<file path="src/rtl/mem_io_router_pkg.sv">
// Shared definitions for the memory/IO router: FSM encoding, default region
// table (interrupt controller at 0x7000, everything else to the cache) and sizing helpers.
package mem_io_router_pkg;

    typedef logic [1:0] state_t;

    localparam state_t ST_IDLE = 2'd0;
    localparam state_t ST_BUSY = 2'd1;
    localparam state_t ST_RESP = 2'd2;

    localparam logic [15:0] INTR_BASE = 16'h7000;
    localparam logic [15:0] INTR_MASK = 16'h7000;

    // Slice 0 is the interrupt region; slice 1 is a catch-all (mask 0).
    localparam logic [31:0] DEF_TGT_BASE = {16'h0000, INTR_BASE};
    localparam logic [31:0] DEF_TGT_MASK = {16'h0000, INTR_MASK};

    function automatic int sel_width(input int n_tgt);
        return (n_tgt > 1) ? $clog2(n_tgt) : 1;
    endfunction

    function automatic int cnt_width(input int timeout);
        return (timeout > 1) ? $clog2(timeout + 1) : 1;
    endfunction

endpackage

</file>
<file path="src/rtl/mem_io_router_if.sv">
// Bus bundle between the pipeline master port and the routed targets.
interface mem_io_router_if #(
    parameter int ADDR_W = 16,
    parameter int DATA_W = 128,
    parameter int N_TGT  = 2
);
    // Master: M_EN is held until the one-cycle M_R pulse, which carries
    // M_RDATA/M_ERR. Targets: T_EN is held while waiting; T_R of the enabled target completes.
    logic                    M_EN;
    logic                    M_WR;
    logic [ADDR_W-1:0]       M_A;
    logic [DATA_W-1:0]       M_WDATA;
    logic [DATA_W-1:0]       M_RDATA;
    logic                    M_R;
    logic                    M_ERR;
    logic                    BUSY;
    logic [N_TGT-1:0]        T_EN;
    logic                    T_WR;
    logic [ADDR_W-1:0]       T_A;
    logic [DATA_W-1:0]       T_WDATA;
    logic [N_TGT*DATA_W-1:0] T_RDATA;
    logic [N_TGT-1:0]        T_R;

    modport slave (
        input  M_EN, M_WR, M_A, M_WDATA, T_RDATA, T_R,
        output M_RDATA, M_R, M_ERR, BUSY, T_EN, T_WR, T_A, T_WDATA
    );

    modport master (
        output M_EN, M_WR, M_A, M_WDATA, T_RDATA, T_R,
        input  M_RDATA, M_R, M_ERR, BUSY, T_EN, T_WR, T_A, T_WDATA
    );

endinterface

</file>
<file path="src/rtl/mem_io_decode.sv">
// Combinational base/mask region decoder; the lowest matching target index wins.
module mem_io_decode
    import mem_io_router_pkg::*;
#(
    parameter int                      ADDR_W   = 16,
    parameter int                      N_TGT    = 2,
    parameter int                      SEL_W    = 1,
    parameter logic [N_TGT*ADDR_W-1:0] TGT_BASE = DEF_TGT_BASE,
    parameter logic [N_TGT*ADDR_W-1:0] TGT_MASK = DEF_TGT_MASK
) (
    input  logic [ADDR_W-1:0] addr_i,
    output logic [SEL_W-1:0]  sel_o,
    output logic              hit_o
);

    // Scanning from the top down lets the lowest matching index overwrite last.
    always_comb begin
        sel_o = '0;
        hit_o = 1'b0;
        for (int i = N_TGT - 1; i >= 0; i--) begin
            if ((addr_i & TGT_MASK[i*ADDR_W +: ADDR_W]) == TGT_BASE[i*ADDR_W +: ADDR_W]) begin
                sel_o = SEL_W'(i);
                hit_o = 1'b1;
            end
        end
    end

endmodule

</file>
<file path="src/rtl/mem_io_router.sv">
// Routes the single DC_IO master port to N_TGT memory-mapped targets, one request
// in flight, with an error response for unmapped addresses or silent targets.
module mem_io_router
    import mem_io_router_pkg::*;
#(
    parameter int                      ADDR_W   = 16,
    parameter int                      DATA_W   = 128,
    parameter int                      N_TGT    = 2,
    parameter logic [N_TGT*ADDR_W-1:0] TGT_BASE = DEF_TGT_BASE,
    parameter logic [N_TGT*ADDR_W-1:0] TGT_MASK = DEF_TGT_MASK,
    parameter int                      TIMEOUT  = 255
) (
    input  logic                   CLK,
    input  logic                   RST,
    mem_io_router_if.slave         bus,
    output logic [1:0]             dbg_state_o
);

    localparam int SEL_W = sel_width(N_TGT);
    localparam int CNT_W = cnt_width(TIMEOUT);
    localparam logic [CNT_W-1:0] CNT_MAX  = '1;
    localparam logic [CNT_W-1:0] TMO_LAST = CNT_W'((TIMEOUT > 0) ? TIMEOUT - 1 : 0);

    state_t            state_q, state_d;
    logic [SEL_W-1:0]  sel_q, sel_d;
    logic              wr_q, wr_d;
    logic [ADDR_W-1:0] a_q, a_d;
    logic [DATA_W-1:0] wdata_q, wdata_d;
    logic [DATA_W-1:0] rdata_q, rdata_d;
    logic              err_q, err_d;
    logic [CNT_W-1:0]  cnt_q, cnt_d;
    logic [SEL_W-1:0]  dec_sel;
    logic              dec_hit;
    logic [N_TGT-1:0]  en_vec;

    mem_io_decode #(
        .ADDR_W   (ADDR_W),
        .N_TGT    (N_TGT),
        .SEL_W    (SEL_W),
        .TGT_BASE (TGT_BASE),
        .TGT_MASK (TGT_MASK)
    ) u_decode (
        .addr_i (bus.M_A),
        .sel_o  (dec_sel),
        .hit_o  (dec_hit)
    );

    always_comb begin
        state_d = state_q;
        sel_d   = sel_q;
        wr_d    = wr_q;
        a_d     = a_q;
        wdata_d = wdata_q;
        rdata_d = rdata_q;
        err_d   = err_q;
        cnt_d   = cnt_q;
        case (state_q)
            ST_IDLE: begin
                if (bus.M_EN) begin
                    rdata_d = '0;
                    if (dec_hit) begin
                        sel_d   = dec_sel;
                        wr_d    = bus.M_WR;
                        a_d     = bus.M_A;
                        wdata_d = bus.M_WDATA;
                        cnt_d   = '0;
                        err_d   = 1'b0;
                        state_d = ST_BUSY;
                    end else begin
                        err_d   = 1'b1;
                        state_d = ST_RESP;
                    end
                end
            end
            ST_BUSY: begin
                if (cnt_q != CNT_MAX) cnt_d = cnt_q + CNT_W'(1);
                // Ready is tested first so it beats a timeout landing on the same cycle.
                if (bus.T_R[sel_q]) begin
                    rdata_d = wr_q ? '0 : bus.T_RDATA[int'(sel_q)*DATA_W +: DATA_W];
                    err_d   = 1'b0;
                    state_d = ST_RESP;
                end else if ((TIMEOUT != 0) && (cnt_q == TMO_LAST)) begin
                    rdata_d = '0;
                    err_d   = 1'b1;
                    state_d = ST_RESP;
                end
            end
            ST_RESP: state_d = ST_IDLE;
            default: state_d = ST_IDLE;
        endcase
    end

    always_ff @(posedge CLK) begin
        if (RST) begin
            state_q <= ST_IDLE;
            sel_q   <= '0;
            wr_q    <= 1'b0;
            a_q     <= '0;
            wdata_q <= '0;
            rdata_q <= '0;
            err_q   <= 1'b0;
            cnt_q   <= '0;
        end else begin
            state_q <= state_d;
            sel_q   <= sel_d;
            wr_q    <= wr_d;
            a_q     <= a_d;
            wdata_q <= wdata_d;
            rdata_q <= rdata_d;
            err_q   <= err_d;
            cnt_q   <= cnt_d;
        end
    end

    always_comb begin
        en_vec = '0;
        if (state_q == ST_BUSY) en_vec[sel_q] = 1'b1;
    end

    assign bus.T_EN    = en_vec;
    assign bus.T_WR    = wr_q;
    assign bus.T_A     = a_q;
    assign bus.T_WDATA = wdata_q;
    assign bus.M_RDATA = rdata_q;
    assign bus.M_ERR   = err_q;
    assign bus.M_R     = (state_q == ST_RESP);
    assign bus.BUSY    = (state_q == ST_BUSY);
    assign dbg_state_o = state_q;

endmodule

</file>
<file path="src/flat_wrapper.sv">
// flat-port wrapper written by rule: the top's interface ports become plain ports
module mem_io_router_flat import mem_io_router_pkg::*;
#(
    parameter int                      ADDR_W   = 16,
    parameter int                      DATA_W   = 128,
    parameter int                      N_TGT    = 2,
    parameter logic [N_TGT*ADDR_W-1:0] TGT_BASE = DEF_TGT_BASE,
    parameter logic [N_TGT*ADDR_W-1:0] TGT_MASK = DEF_TGT_MASK,
    parameter int                      TIMEOUT  = 255
)
  (CLK, RST, dbg_state_o, bus_M_EN, bus_M_WR, bus_M_A, bus_M_WDATA, bus_T_RDATA, bus_T_R, bus_M_RDATA, bus_M_R, bus_M_ERR, bus_BUSY, bus_T_EN, bus_T_WR, bus_T_A, bus_T_WDATA);
  mem_io_router_if #(.ADDR_W(ADDR_W), .DATA_W(DATA_W), .N_TGT(N_TGT)) bus_i ();
  input  logic CLK;
  input  logic RST;
  output logic [1:0] dbg_state_o;
  input wire logic [$bits(bus_i.M_EN)-1:0] bus_M_EN;
  input wire logic [$bits(bus_i.M_WR)-1:0] bus_M_WR;
  input wire logic [$bits(bus_i.M_A)-1:0] bus_M_A;
  input wire logic [$bits(bus_i.M_WDATA)-1:0] bus_M_WDATA;
  input wire logic [$bits(bus_i.T_RDATA)-1:0] bus_T_RDATA;
  input wire logic [$bits(bus_i.T_R)-1:0] bus_T_R;
  output wire logic [$bits(bus_i.M_RDATA)-1:0] bus_M_RDATA;
  output wire logic [$bits(bus_i.M_R)-1:0] bus_M_R;
  output wire logic [$bits(bus_i.M_ERR)-1:0] bus_M_ERR;
  output wire logic [$bits(bus_i.BUSY)-1:0] bus_BUSY;
  output wire logic [$bits(bus_i.T_EN)-1:0] bus_T_EN;
  output wire logic [$bits(bus_i.T_WR)-1:0] bus_T_WR;
  output wire logic [$bits(bus_i.T_A)-1:0] bus_T_A;
  output wire logic [$bits(bus_i.T_WDATA)-1:0] bus_T_WDATA;
  assign bus_i.M_EN = bus_M_EN;
  assign bus_i.M_WR = bus_M_WR;
  assign bus_i.M_A = bus_M_A;
  assign bus_i.M_WDATA = bus_M_WDATA;
  assign bus_i.T_RDATA = bus_T_RDATA;
  assign bus_i.T_R = bus_T_R;
  assign bus_M_RDATA = bus_i.M_RDATA;
  assign bus_M_R = bus_i.M_R;
  assign bus_M_ERR = bus_i.M_ERR;
  assign bus_BUSY = bus_i.BUSY;
  assign bus_T_EN = bus_i.T_EN;
  assign bus_T_WR = bus_i.T_WR;
  assign bus_T_A = bus_i.T_A;
  assign bus_T_WDATA = bus_i.T_WDATA;
  mem_io_router #(.ADDR_W(ADDR_W), .DATA_W(DATA_W), .N_TGT(N_TGT), .TGT_BASE(TGT_BASE), .TGT_MASK(TGT_MASK), .TIMEOUT(TIMEOUT)) u_core (.CLK(CLK), .RST(RST), .bus(bus_i), .dbg_state_o(dbg_state_o));
endmodule
</file>
<file path="config.mk">
export PLATFORM = sky130hd
export DESIGN_NAME = mem_io_router_flat
export DESIGN_NICKNAME = d
export VERILOG_FILES = /design/src/rtl/mem_io_router_pkg.sv /design/src/rtl/mem_io_router_if.sv /design/src/rtl/mem_io_decode.sv /design/src/rtl/mem_io_router.sv /design/src/flat_wrapper.sv
export SDC_FILE = /design/constraint.sdc
export NUM_CORES = 1
export LEC_CHECK = 0
export BUFFER_PORTS_ARGS = -buffer_cell sky130_fd_sc_hd__buf_2
export CAP_MARGIN = 20
export CORE_AREA = 5 5 267 269
export DETAILED_ROUTE_END_ITERATION = 10
export DIE_AREA = 0 0 272 274
export HOLD_SLACK_MARGIN = 0.15
export PLACE_DENSITY = 0.44
export SYNTH_ARGS = -nofsm -noshare
export SYNTH_HDL_FRONTEND = slang
export SYNTH_HIERARCHICAL = 1
export SYNTH_SLANG_ARGS = --single-unit
</file>
<file path="constraint.sdc">
create_clock -name CLK -period 2.1 [get_ports CLK]
set_input_delay 0.105 -clock CLK [delete_from_list [all_inputs] [get_ports CLK]]
set_output_delay 0.105 -clock CLK [all_outputs]
set_load 0.01 [all_outputs]
</file>
* Yosys cells after proc, flatten, opt, wreduce, memory -nomap -nowiden *
Cells that the tools add are included.

storage, ports and cells
  bits in registers = 285
  input port bits = 406
  output and inout port bits = 280
  word-level logic and storage cells = 49

cells by class
  add/subtract/negate cells = 1
  magnitude comparators = 2
  equal/unequal tests = 8
  shift-type cells = 1
  multiplexer cells = 22
  reduce and logical (&&, ||, !) cells = 7

operator list
  operator                                                count
  2-to-1 mux 128 bit                                      4
  case mux 128 bit (2 select lines)                       1
  indexed part select 256 x 9 -> 128 bit                  1
  2-to-1 mux 8 bit                                        2
  case mux 8 bit (2 select lines)                         1
  adder 8 x 1 -> 8 bit (second input constant)            1
  equality test 8 bit (second input constant)             1
  2-to-1 mux 2 bit                                        4
  inequality test 8 bit (second input constant)           1
  2-to-1 mux 1 bit                                        7
  AND reduction 3 bit                                     2
  case mux 2 bit (2 select lines)                         1
  AND reduction 2 bit                                     2
  equality test 3 bit (second input constant)             1
  inequality test 3 x 1 -> 1 bit (second input constant)  1
  equality test 2 x 1 -> 1 bit (second input constant)    1
  equality test 2 bit (second input constant)             1
  zero test 2 bit                                         1
  < comparator 1 x 2 -> 1 bit (second input constant)     1
  inequality test 2 x 1 -> 1 bit (second input constant)  1
  inequality test 2 bit (second input constant)           1
  case mux 1 bit (2 select lines)                         1
  nonzero test 2 bit                                      1
  demux 1 bit (select 1 bit)                              1
  other kinds (2)                                         2

* Longest topological paths before layout *
Gate-level depths: netlist (run 1).

  depth after elaboration = 5
  mapped depth = 8
  depth with buffers taken out = 6

* By module *
The synthesis (run 1) kept the hierarchy.

by module, submodules not included
  module         times used  cells each  area an instance (µm²)  seq. area each (µm²)
  mem_io_router  1           1142        11586.1                 5705.5
  mem_io_decode  1           3           16.3                    0.0

* Worst setup path after synthesis (run 1) *
OpenSTA, ideal clock, no wires.

  path type = reg2reg
  start point = reg u_core.state_q[0], in the netlist u_core/dbg_state_o[0]
  end point = reg u_core.rdata_q[58], in the netlist u_core/bus.M_RDATA[58]
  library setup time = 0.068 ns
  arrival time = 1.652 ns
  setup slack = 0.380 ns
  stages on the path, launching flop included = 7
  path buffers = 3
  period minus slack after synthesis = 1.720 ns
  cells stage by stage = dfxtp_1 buf_6 or3b_4 or3_4 buf_12 buf_8 o2bb2ai_2

on the way
  word-level cells in the longest chain between the ends = 3
  elaborated cells between the ends (all ways) = 7
  classes of those cells = eq/ne: 3; mux: 1; reduce/logical: 3

RTL lines
  element                                                           RTL line              text
  start: declaration                                                mem_io_router.sv:24   state_t state_q, state_d;
  start signal: assignment                                          mem_io_router.sv:104  state_q <= state_d;
  equality test 2 x 1 -> 1 bit or zero test 2 bit (tied branches)   mem_io_router.sv:57   case (state_q)
  inequality test 3 x 1 -> 1 bit (no line) (tied with other cells)  --
  AND reduction 3 bit (no line)                                     --
  end signal: assignment                                            mem_io_router.sv:109  rdata_q <= rdata_d;
  end: declaration                                                  mem_io_router.sv:29   logic [DATA_W-1:0] rdata_q, rdata_d;

Parallel ways exist; a longest one is shown, timed or not.
A chain may end at the register's enable or synchronous reset.

* Worst setup path in the final report (run 1) *
  start point = reg u_core.state_q[0], in the netlist u_core/dbg_state_o[0]
  end point = reg u_core.wdata_q[79], in the netlist u_core/bus.T_WDATA[79]

on the way
  word-level cells in the longest chain between the ends = 2

RTL lines
  element                        RTL line              text
  zero test 2 bit                mem_io_router.sv:57
  AND reduction 2 bit (no line)  --
  end signal: assignment         mem_io_router.sv:108  wdata_q <= wdata_d;
  end: declaration               mem_io_router.sv:28   logic [DATA_W-1:0] wdata_q, wdata_d;

No other way between the ends.

==> metrics.md, run 1 <==
| Metric | Value |
|---|---|
| Status | complete, no violations |
| Synth area leader | dfxtp_1 |
| Synth Area per Inst | 10.1 µm² |
| Drc violations | 0 |
| Most numerous cell in the Yosys netlist | nand2_1 |
| FFs w/ async S/R, synth | 0% |
| Num CTS Buffers | 36 |
| DR vias/cell | 4.02 |
| Detailed Routing Iterations Pass 1 | 6 |
| Routed WL | 53500 µm |
| Vias in the first global route | 13600 |
| Reg power frac | 40.2% |
| Syn-to-layout area delta | 85.1% |
| Gr usage total | 13.0% |
| Initial drt markers | 534 |
| Post-Route Skew | 0.0139 ns |
| Initial antenna violation count | 14 |
| Die W | 272 µm |
| Worst-Skew Late Latency | 0.52 ns |
| Sw frac | 25.7% |
| Root buffer cell | clkbuf_16 |
| Endpoints failing setup | 0 |
| Worst-margin pin slew | 0.534 ns |
| Die Y | 274 µm |
| Synth top area share | 49.2% |
| CP cell instances | buf_4 -> and2b_2 -> and3b_4 -> buf_16 -> nand2_1 -> a21oi_1 -> dlygate4sd3_1 |
| H-tree depth | 2 |
| CTS tree | built |
| Gate power share | 17.7% |
| Fin area | 21500 µm² |
| Final hold violations | 0 |
| Slew Limit Fails | 0 |
| Power Density | 662 nW/µm² |
| Max frequency | 498 MHz |
| GRT Max-Usage Layer | met2 |
| Ys Warns | 6 |
| Core Region | 68300 µm² |
| Seq/Total Area, Yosys | 49.2% |
| Gr ovfl total | 0 |
| Gpl congestion | 0.816 |
| Final worst path period share | 95.7% |
| CTS sink cnt | 285 |
| Gate Count Post-Synth | 1145 |
| Area after DPL | 16100 µm² |
| Mapped cell area | 11600 µm² |
| Commonest cells post-synth | nand2_1, dfxtp_1, a21oi_1 |
| Pleak | 9.38 nW |
| Final WS setup | 0.0908 ns |
| EDFF count, synth | 0 |
| Crit start category | register |
| Filler cells | 7081 |
| Final ANT Viol Nets | 0 |
| Register bit count reported by yosys | 285 |
| Vias | 12600 |
| NetSw | 3.65 mW |
| PortBufs | 685 |
| Avg WL per Cell | 17.0 µm |
| Clk buf depth | 3 |
| Layout cells sized above 1 | 39.9% |
| Final TNS setup | 0 ns |
| GR Layer Usage met2 | 24.2% |
| Critical Path End Type | register |
| Crit Path Max Fanout | 14 |
| Max-slew headroom | 64.4% |
| Post-synth top flop | dfxtp_1 |
| Type of the tightest min-delay check | input port to register |
| Hpwl dp | 38200 µm |
| Count of cell types in the netlist | 40 |
| Max incr delay on CP | 0.57 ns |
| Met1 GRT Util | 13.3% |
| Die Area | 74500 µm² |
| Row count | 96 |
| Num ports | 686 |
| # Max-Cap Violations | 0 |
| Critical Path AT | 2.47 ns |
| Synth area leaders | dfxtp_1, o2bb2ai_2, mux2i_1, nand2_1, a21oi_1 |
| First-pass GRT wire length | 77400 µm |
| Synthesized Nets | 1553 |
| Tmin final | 2.01 ns |
| Slowest-stage cell, CP | dlygate4sd3_1 |
| Final #Nets | 2639 |
| VDD IR max | 411 µV |
| Clock Power Share | 42.1% |
| Met3 Resource Use GR | 4.41% |
| Largest net degree at the start of global routing | 110 |
| Cell Int Power | 10.6 mW |
| Starting Density | 17.0% |
| Pre-CTS WS | 0.252 ns |
| Critical path class | register to register |
| Worst-path clk slew | 0.06 ns |
| CP required | 2.56 ns |
-- state kept, by name (all words and copies together), names as in the netlist --
signal and cells:
u_core/bus.M_ERR 1, u_core/bus.M_RDATA 128, u_core/bus.T_A 16, u_core/bus.T_WDATA 128
u_core/bus.T_WR 1, u_core/cnt_q 8, u_core/dbg_state_o 2, u_core/sel_q 1
-- placed cells by master (no fill, tap or decap), drive strengths merged, types with 2 or more instances in the layout --
| cell type | n |
|---|---|
| dlygate4sd3 | 407 |
| bufinv | 2 |
| clkbuf | 54 |
| nand2 | 296 |
| clkinv | 9 |
| buf | 731 |
| inv | 8 |
| nor4 | 4 |
| a31oi | 3 |
| o2bb2ai | 128 |
| ha | 2 |
| a21oi | 152 |
| nand4 | 2 |
| dfxtp | 285 |
| nand3 | 6 |
| diode | 12 |
| or3 | 2 |
| and2b | 2 |
| mux2i | 129 |
| nor2 | 7 |
| o21ai | 5 |
| o211ai | 6 |
| or4 | 3 |
-- final cells by class --
| cell class | instances | area [µm²] | share of cell area [%] |
|---|---|---|---|
| timing repair buffer | 1142 | 8170 | 38.1 |
| sequential | 285 | 5710 | 26.6 |
| multi-input combinational | 758 | 5300 | 24.7 |
| tap | 882 | 1100 | 5.14 |
| clock buffer | 50 | 1010 | 4.72 |
| clock inverter | 12 | 113 | 0.524 |
| inverter | 8 | 30.0 | 0.140 |
| antenna | 12 | 30.0 | 0.140 |
-- worst paths after layout --
kind	startpoint	endpoint	slack, ns	cells past startpoint
hold / removal	bus_T_R[0]	u_core/bus.M_ERR	0.25	5
setup / recovery	u_core/dbg_state_o[0]	u_core/bus.T_WDATA[79]	0.09	7
setup reg to reg	u_core/dbg_state_o[0]	u_core/bus.T_WDATA[79]	0.09	7
hold reg to reg	u_core/bus.T_WDATA[111]	u_core/bus.T_WDATA[111]	0.45	2
-- cell families after synthesis --
| family | Yosys count | synth area share, % |
|---|---|---|
| muxes | 129 | 11.2 |
| other | 1 | 0.0323 |
| adders and majority gates | 2 | 0.216 |
| DFF | 285 | 49.2 |
| buffers and inverters | 102 | 5.24 |
| AOI/OAI and AO/OA | 296 | 22.7 |
| and+or+nand+nor | 330 | 11.4 |
-- power groups by stage --
stage / registers [mW] / logic (mW) / clock network (mW)
after floorplan: 5.91 / 0.800 / 0
after global placement: 5.83 / 1.79 / 0
after detailed placement: 5.83 / 1.80 / 0
after CTS: 5.72 / 2.47 / 6.24
after global routing: 5.74 / 2.71 / 6.46
final: 5.72 / 2.51 / 5.98
-- critical path, delay by kind of cell, from the launching register on --
| family | cells | cell delay (ns) |
|---|---|---|
| buf+inv | 3 | 0.91 |
| simple gates | 3 | 0.59 |
| flops | 1 | 0.31 |
| compound gates | 1 | 0.13 |
-- layer usage --
layer / part of all wire, % / up-vias
met2: 52 / 488
met5: 0 / -
li1: - / 6182
met3: 8.3 / 101
met1: 37 / 5878
met4: 3.6 / 0
-- what timing repair did --
action | CTS | global route
setup endpoints to repair | 0 | 8
hold buffers | 407 | 0
gates resized for setup | 0 | 3
buffers inserted | 0 | 0
endpoints found under the hold margin | 282 | 0
-- metrics by stage --
step	total power, mW	cells	util, %	hold WS [ns]
5_1_grt	14.9	3144	31.4	0.246
3_5_place_dp	7.64	2664	23.6	0.351
3_3_place_gp	7.62	2664	23.6	0.344
6_report	14.2	3149	31.4	0.254
2_1_floorplan	6.71	1145	-	0.241
4_1_cts	14.4	3133	31.2	0.184
No activity file was read; power rests on OpenSTA's default activity.
==> run 2: changes to the inputs <==
--- a/config.mk
+++ b/config.mk
@@ -12,6 +12,7 @@
 export DIE_AREA = 0 0 272 274
 export HOLD_SLACK_MARGIN = 0.15
 export PLACE_DENSITY = 0.44
+export REMOVE_ABC_BUFFERS = 1
 export SYNTH_ARGS = -nofsm -noshare
 export SYNTH_HDL_FRONTEND = slang
 export SYNTH_HIERARCHICAL = 1
==> run 2 against run 1 <==
Core utilization grew 0.15 points. Count of clock-buffer cells in the layout grew 5. Routed wire length grew 9.3%. Maximum frequency grew 0.59%. Clock power grew 5.0%. Global-route usage grew 1.7 points. Critical endpoint is now u_core/bus.M_RDATA[124]. Critical path type unchanged. Flip-flop and latch count is the same. First-iteration DRC count grew 5.6%. Combinational power is essentially flat. Clock skew shrank 0.00062 ns.
==> metrics.md, run 2 (synthesis gave the netlist of run 1 again) <==
| Metric | Value |
|---|---|
| Layout cells sized above 1 | 40.4% (+0.48 points) |
| Final TNS setup | 0 ns (unchanged) |
| Max frequency | 501 MHz (+0.59%) |
| First-pass GRT wire length | 84700 µm (+9.5%) |
| Critical path class | register to register |
| Slowest-stage cell, CP | or3_4 |
| Drc violations | 0 (unchanged) |
| Gpl congestion | 0.858 (+5.1%) |
| CTS sink cnt | 285 (unchanged) |
| Avg WL per Cell | 18.5 µm (+8.8%) |
| # Max-Cap Violations | 0 (unchanged) |
| DR vias/cell | 4.07 (+1.4%) |
| CP cell instances | buf_4 -> or3b_4 -> or3_4 -> buf_12 -> o2bb2ai_1 |
| Detailed Routing Iterations Pass 1 | 7 (+1) |
| Power Density | 673 nW/µm² (+1.7%) |
| Slew Limit Fails | 0 (unchanged) |
| Max-slew headroom | 33.8% (-31 points) |
| Pleak | 9.45 nW (+0.80%) |
| CP required | 2.55 ns (about the same) |
| Worst-margin pin slew | 0.994 ns (+0.459 ns) |
| Status | complete, no violations |
| Critical Path End Type | register |
| Largest net degree at the start of global routing | 148 (+35%) |
| Clk buf depth | 3 (unchanged) |
| Post-Route Skew | 0.0132 ns (-0.000619 ns) |
| Hpwl dp | 44500 µm (+17%) |
| Max incr delay on CP | 0.52 ns (-0.05 ns) |
| Core Region | 68300 µm² (unchanged) |
| Hold Slack | 0.158 ns (-0.0958 ns) |
| Vias in the first global route | 13600 (-0.48%) |
| Worst-Skew Late Latency | 0.53 ns (about the same) |
| Most frequent cells in the layout | buf_2, dlygate4sd3_1, nand2_1 |
| GRT Max-Usage Layer | met2 |
| Root buffer cell | clkbuf_16 |
| Initial drt markers | 564 (+5.6%) |
| Gr usage total | 14.7% (+1.7 points) |
| Num ports | 686 (unchanged) |
| Critical Path AT | 2.45 ns (-0.02 ns) |
| Worst reg2reg path startpoint | u_core/dbg_state_o[1] |
| Commonest non-fill, non-tap cell in the layout | buf_2 |
| Final WS setup | 0.102 ns (+0.0117 ns) |
| Die Y | 274 µm (unchanged) |
| Pre-CTS WS | -0.173 ns (-0.425 ns) |
| GR Layer Usage met2 | 26.2% (+2.0 points) |
| Die Area | 74500 µm² (unchanged) |
| Met3 Resource Use GR | 4.37% (-0.044 points) |
| Tmin final | 2.00 ns (-0.0117 ns) |
| Crit. Startpoint | u_core/dbg_state_o[1] |
| Endpoints failing setup | 0 (unchanged) |
| Met1 GRT Util | 16.8% (+3.6 points) |
| VDD IR max | 577 µV (+40%) |
| Row count | 96 (unchanged) |
| Crit Path Max Fanout | 38 (+24) |
| Tot Pwr | 14.5 mW (+2.2%) |
| Filler cells | 7089 (+0.11%) |
| Num CTS Buffers | 35 (-2.8%) |
| Final worst path period share | 95.1% (-0.56 points) |
| RSZ-0062 raised after global routing | no |
| Starting Density | 17.0% (unchanged) |
| Vias | 12900 (+1.9%) |
| Worst-path clk slew | 0.06 ns (about the same) |
| Placed cell count | 2678 (+0.53%) |
| H-tree depth | 2 (unchanged) |
| PortBufs | 685 (unchanged) |
| Final ANT Viol Nets | 0 (unchanged) |
| Final #Nets | 2651 (+0.45%) |
| Type of the tightest min-delay check | input port to register |
| Non-filler cells, final | 3165 (+0.51%) |
| Gr ovfl total | 0 (unchanged) |
| Routed WL | 58500 µm (+9.3%) |
| Hold_sp | bus_T_RDATA[127] |
| Final hold violations | 0 (unchanged) |
| Initial antenna violation count | 26 (+12) |
| Die W | 272 µm (unchanged) |
| Syn-to-layout area delta | 86.0% |
| Crit start category | register |
| CTS tree | built |
-- run 2: changes by cell type in the layout (fill, tap and decap cells not counted), sizes merged --
cell	previous run	this run
and3b	1	2
buf	731	749
bufinv	2	3
clkbuf	54	55
clkinv	9	4
clkinvlp	1	0
diode	12	15
dlygate4sd3	407	404
dlymetal6s4s	0	1
-- run 2: worst paths after layout --
kind | endpoint | slack (ns) | cells after the start
worst min register to register | u_core/bus.T_WDATA[0] | 0.45 | 2
worst max-delay path | u_core/bus.M_RDATA[124] | 0.10 | 5
worst max register to register | u_core/bus.M_RDATA[124] | 0.10 | 5
worst min-delay path | u_core/bus.M_RDATA[127] | 0.16 | 4
-- run 2: area by class of cell --
cell class | count | area, µm² | area share, %
diodes | 15 | 37.5 | 0.174
clock buffers | 55 | 1080 | 5.02
clock inverters | 7 | 110 | 0.510
inverters | 8 | 30.0 | 0.139
multi-input cells | 759 | 5310 | 24.6
flip-flops and latches | 285 | 5710 | 26.5
well taps | 882 | 1100 | 5.11
repair buffers | 1154 | 8190 | 37.9
-- run 2: per-layer routing --
| metal | wire length (µm) | vias to the layer above |
|---|---|---|
| li1 | - | 6229 |
| met1 | 23100 | 5977 |
| met4 | 2000 | 4 |
| met2 | 28600 | 578 |
| met5 | 27 | - |
| met3 | 4710 | 101 |
-- run 2: worst max-delay path, delay by kind of cell, from the launching register on --
kind            cells  cell delay (ns)
compound gates      1             0.15
buf+inv             2             0.46
flops               1             0.31
simple gates        2             0.96
-- run 2: timing repair --
item                                    in CTS  in global routing
setup buffers                                4                  0
endpoints found under the setup margin     123                 11
pin swaps                                    2                  0
cloned                                       1                  0
hold buffers                               405                  0
gates resized for setup                      0                  4
endpoints found under the hold margin      279                  0
-- run 2: stage by stage --
stage | instance area (µm²) | util [%]
after detailed placement | 16200 | 23.7
after floorplan | 11000 | -
after global placement | 16200 | 23.7
final | 21600 | 31.6
after global routing | 21600 | 31.5
after CTS | 21500 | 31.5
-- run 2: report_power, final --
part	leakage, nW	total [mW]	switching, mW	internal, mW
registers	2.31	5.73	0.121	5.61
clock network	0.589	6.28	2.38	3.90
logic	6.55	2.52	1.18	1.34
total	9.45	14.5	3.68	10.8
==> run 3: changes to the inputs <==
--- a/config.mk
+++ b/config.mk
@@ -5,13 +5,13 @@
 export SDC_FILE = /design/constraint.sdc
 export NUM_CORES = 1
 export LEC_CHECK = 0
-export BUFFER_PORTS_ARGS = -buffer_cell sky130_fd_sc_hd__buf_2
 export CAP_MARGIN = 20
-export CORE_AREA = 5 5 267 269
+export CORE_AREA = 5 5 261 263
 export DETAILED_ROUTE_END_ITERATION = 10
-export DIE_AREA = 0 0 272 274
+export DIE_AREA = 0 0 266 268
+export DONT_BUFFER_PORTS = 1
 export HOLD_SLACK_MARGIN = 0.15
-export PLACE_DENSITY = 0.44
+export PLACE_DENSITY = 0.37
 export REMOVE_ABC_BUFFERS = 1
 export SYNTH_ARGS = -nofsm -noshare
 export SYNTH_HDL_FRONTEND = slang
==> run 3 against run 2 <==
The run now ends with negative hold slack left. Maximum frequency up 1.0%. Non-clock buffer count fell by 804. Combinational power down 38%. Clock power fell by 3.7%. Clock skew shrank 0.0044 ns. Critical path depth grew 3. Worst hold slack worse by 0.51 ns. Sequential power up 2%. Largest cell class is now sequential cells.
==> metrics.md, run 3 (synthesis gave the netlist of run 1 again) <==
| Metric | Value |
|---|---|
| Status | finished with violations |
| Failing checks | negative hold slack |
| Final TNS setup | 0 ns (unchanged) |
| R2r setup slk | 0.12 ns (+0.02 ns) |
| Max incr delay on CP | 0.35 ns (-0.17 ns) |
| Vias in the first global route | 10300 (-24%) |
| Type of the tightest min-delay check | input port to register |
| Post-Route Skew | 0.00885 ns (-0.00440 ns) |
| NetSw | 3.38 mW (-8.3%) |
| Hold path depth | 1 (-3) |
| Num CTS Buffers | 34 (-2.9%) |
| Die W | 266 µm (-2.2%) |
| H-tree depth | 2 (unchanged) |
| Detailed Routing Iterations Pass 1 | 4 (-3) |
| Commonest non-fill, non-tap cell in the layout | nand2_1 |
| # Max-Cap Violations | 0 (unchanged) |
| Row count | 94 (-2.1%) |
| Avg WL per Cell | 21.7 µm (+18%) |
| Gr ovfl total | 0 (unchanged) |
| Crit-path most repeated cell | buf_12 |
| Critical Path End Type | register |
| Crit path max-delay family | buffers and inverters |
| RSZ-0062 raised after global routing | no |
| PortBufs | 0 (-100%) |
| Final ANT Viol Nets | 0 (unchanged) |
| Pleak | 5.81 nW (-39%) |
| CP required | 2.54 ns (about the same) |
| Slew Limit Fails | 0 (unchanged) |
| Hold Slack | -0.350 ns (-0.507 ns) |
| First-pass GRT wire length | 71200 µm (-16%) |
| Largest net degree at the start of global routing | 157 (+6.1%) |
| CTS tree | built |
| Fin area | 16800 µm² (-22%) |
| VDD IR max | 554 µV (-4.0%) |
| Hpwl dp | 39600 µm (-11%) |
| Slowest-stage cell, CP | dfxtp_4 |
| Layout cells sized above 1 | 15.7% (-25 points) |
| Core Region | 65400 µm² (-4.3%) |
| Root buffer cell | clkbuf_16 |
| Cell Int Power | 10.1 mW (-6.8%) |
| Power Density | 801 nW/µm² (+19%) |
| Worst-margin pin slew | 0.592 ns (-0.402 ns) |
| Final #Nets | 1845 (-30%) |
| Crit start category | register |
| Vias | 9794 (-24%) |
| Area after DPL | 12800 µm² (-21%) |
| Critical path buffers and inverters | 4 (+2) |
| Starting Density | 17.7% (+0.77 points) |
| Critical path class | register to register |
| Num ports | 686 (unchanged) |
| Drc violations | 0 (unchanged) |
| Gpl congestion | 0.863 (+0.63%) |
| Critical Path AT | 2.42 ns (-0.03 ns) |
| Max-slew headroom | 60.5% (+27 points) |
| DR vias/cell | 4.20 (+3.1%) |
| Final hold violations | 147 (+147) |
| FF-to-FF path depth | 8 (+3) |
| Sw frac | 25.1% (-0.29 points) |
| Clock Power Share | 44.9% (+1.7 points) |
| Die Area | 71300 µm² (-4.3%) |
| Endpoints failing setup | 0 (unchanged) |
| Filler cells | 7029 (-0.85%) |
| Routed WL | 50700 µm (-13%) |
| Final worst path period share | 94.2% (-0.95 points) |
| Worst-path clk slew | 0.05 ns (about the same) |
| Gr usage total | 13.2% (-1.5 points) |
| Worst-Skew Late Latency | 0.53 ns (about the same) |
| CTS sink cnt | 285 (unchanged) |
| Clk buf depth | 3 (unchanged) |
| Initial drt markers | 427 (-24%) |
| Crit path depth | 8 (+3) |
| Most frequent cells in the layout | nand2_1, dfxtp_1, dlygate4sd3_1 |
| Max frequency | 506 MHz (+1.0%) |
| Tmin final | 1.98 ns (-0.0199 ns) |
| Reg power frac | 43.6% (+4.2 points) |
| Die Y | 268 µm (-2.2%) |
| CP cell instances | buf_12 -> mux2i_2 -> o211ai_1 -> buf_4 -> a21oi_4 -> buf_12 -> buf_12 -> o2bb2ai_1 |
| Gate power share | 11.6% (-5.8 points) |
| Syn-to-layout area delta | 45.1% |
| Initial antenna violation count | 20 (-23%) |
| Crit Path Max Fanout | 26 (-32%) |
-- run 3: cell count changes in the layout (fill, tap and decap cells not counted), moves of 2 or more --
cell           previous run  this run
buf_2                   684         0
buf_4                    48        50
bufinv_16                 3         1
clkbuf_1                  9        12
clkinv_2                  4         2
diode_2                  15         7
dlygate4sd3_1           404       283
-- run 3: routing by layer --
layer  GRT usage [%]  vias up  wire length, µm
met2            23.5      508            25400
met4            4.16        4             1440
li1                -     4597                -
met3            6.76       75             6120
met5               0        -               26
met1            13.5     4610            17700
-- run 3: power by group through the flow --
stage | registers, mW | logic [mW] | clock network (mW)
after floorplan | 5.98 | 0.723 | 0
after global placement | 6.00 | 1.02 | 0
after detailed placement | 6.00 | 1.04 | 0
after CTS | 5.88 | 1.54 | 6.29
after global routing | 5.90 | 1.69 | 6.49
final | 5.87 | 1.56 | 6.05
-- run 3: worst register-to-register path, cell delays in order (launching register included) --
cell and delay (ns):
dfxtp_4 0.35, buf_12 0.20, mux2i_2 0.29, o211ai_1 0.15, buf_4 0.17, a21oi_4 0.15
buf_12 0.18, buf_12 0.25, o2bb2ai_1 0.16
-- run 3: area by class of cell --
| class | count | area (µm²) | share of cell area, % |
|---|---|---|---|
| Multi-Input combinational cell | 758 | 5300 | 31.5 |
| Clock inverter | 3 | 40.0 | 0.238 |
| Tap cell | 864 | 1080 | 6.42 |
| Antenna cell | 7 | 17.5 | 0.104 |
| Sequential cell | 285 | 5710 | 33.9 |
| Timing Repair Buffer | 350 | 3540 | 21.1 |
| Clock buffer | 58 | 1110 | 6.57 |
| Inverter | 8 | 30.0 | 0.178 |
-- run 3: repair_timing --
action,4_1_cts,5_1_grt
pin swaps,1,0
buffers inserted,4,1
resized for setup,1,2
setup endpoints to repair,128,6
endpoints found under the hold margin,285,268
hold buffers,265,18
-- run 3: worst paths after layout --
path | start | endpoint
worst min register to register | u_core/sel_q | u_core/sel_q
worst max register to register | u_core/sel_q | u_core/bus.M_RDATA[107]
worst min-delay path | RST | u_core/bus.T_WDATA[37]
worst max-delay path | u_core/sel_q | u_core/bus.M_RDATA[107]
-- run 3: through the flow --
stage	std cells	total power, mW	util (%)	worst slack, ns
after floorplan	1051	6.70	-	-10.94
after global placement	1977	7.02	19.5	-0.317
after detailed placement	1977	7.04	19.5	-0.342
after CTS	2307	13.7	25.4	0.0410
after global routing	2331	14.1	25.7	0.0263
final	2333	13.5	25.7	0.122
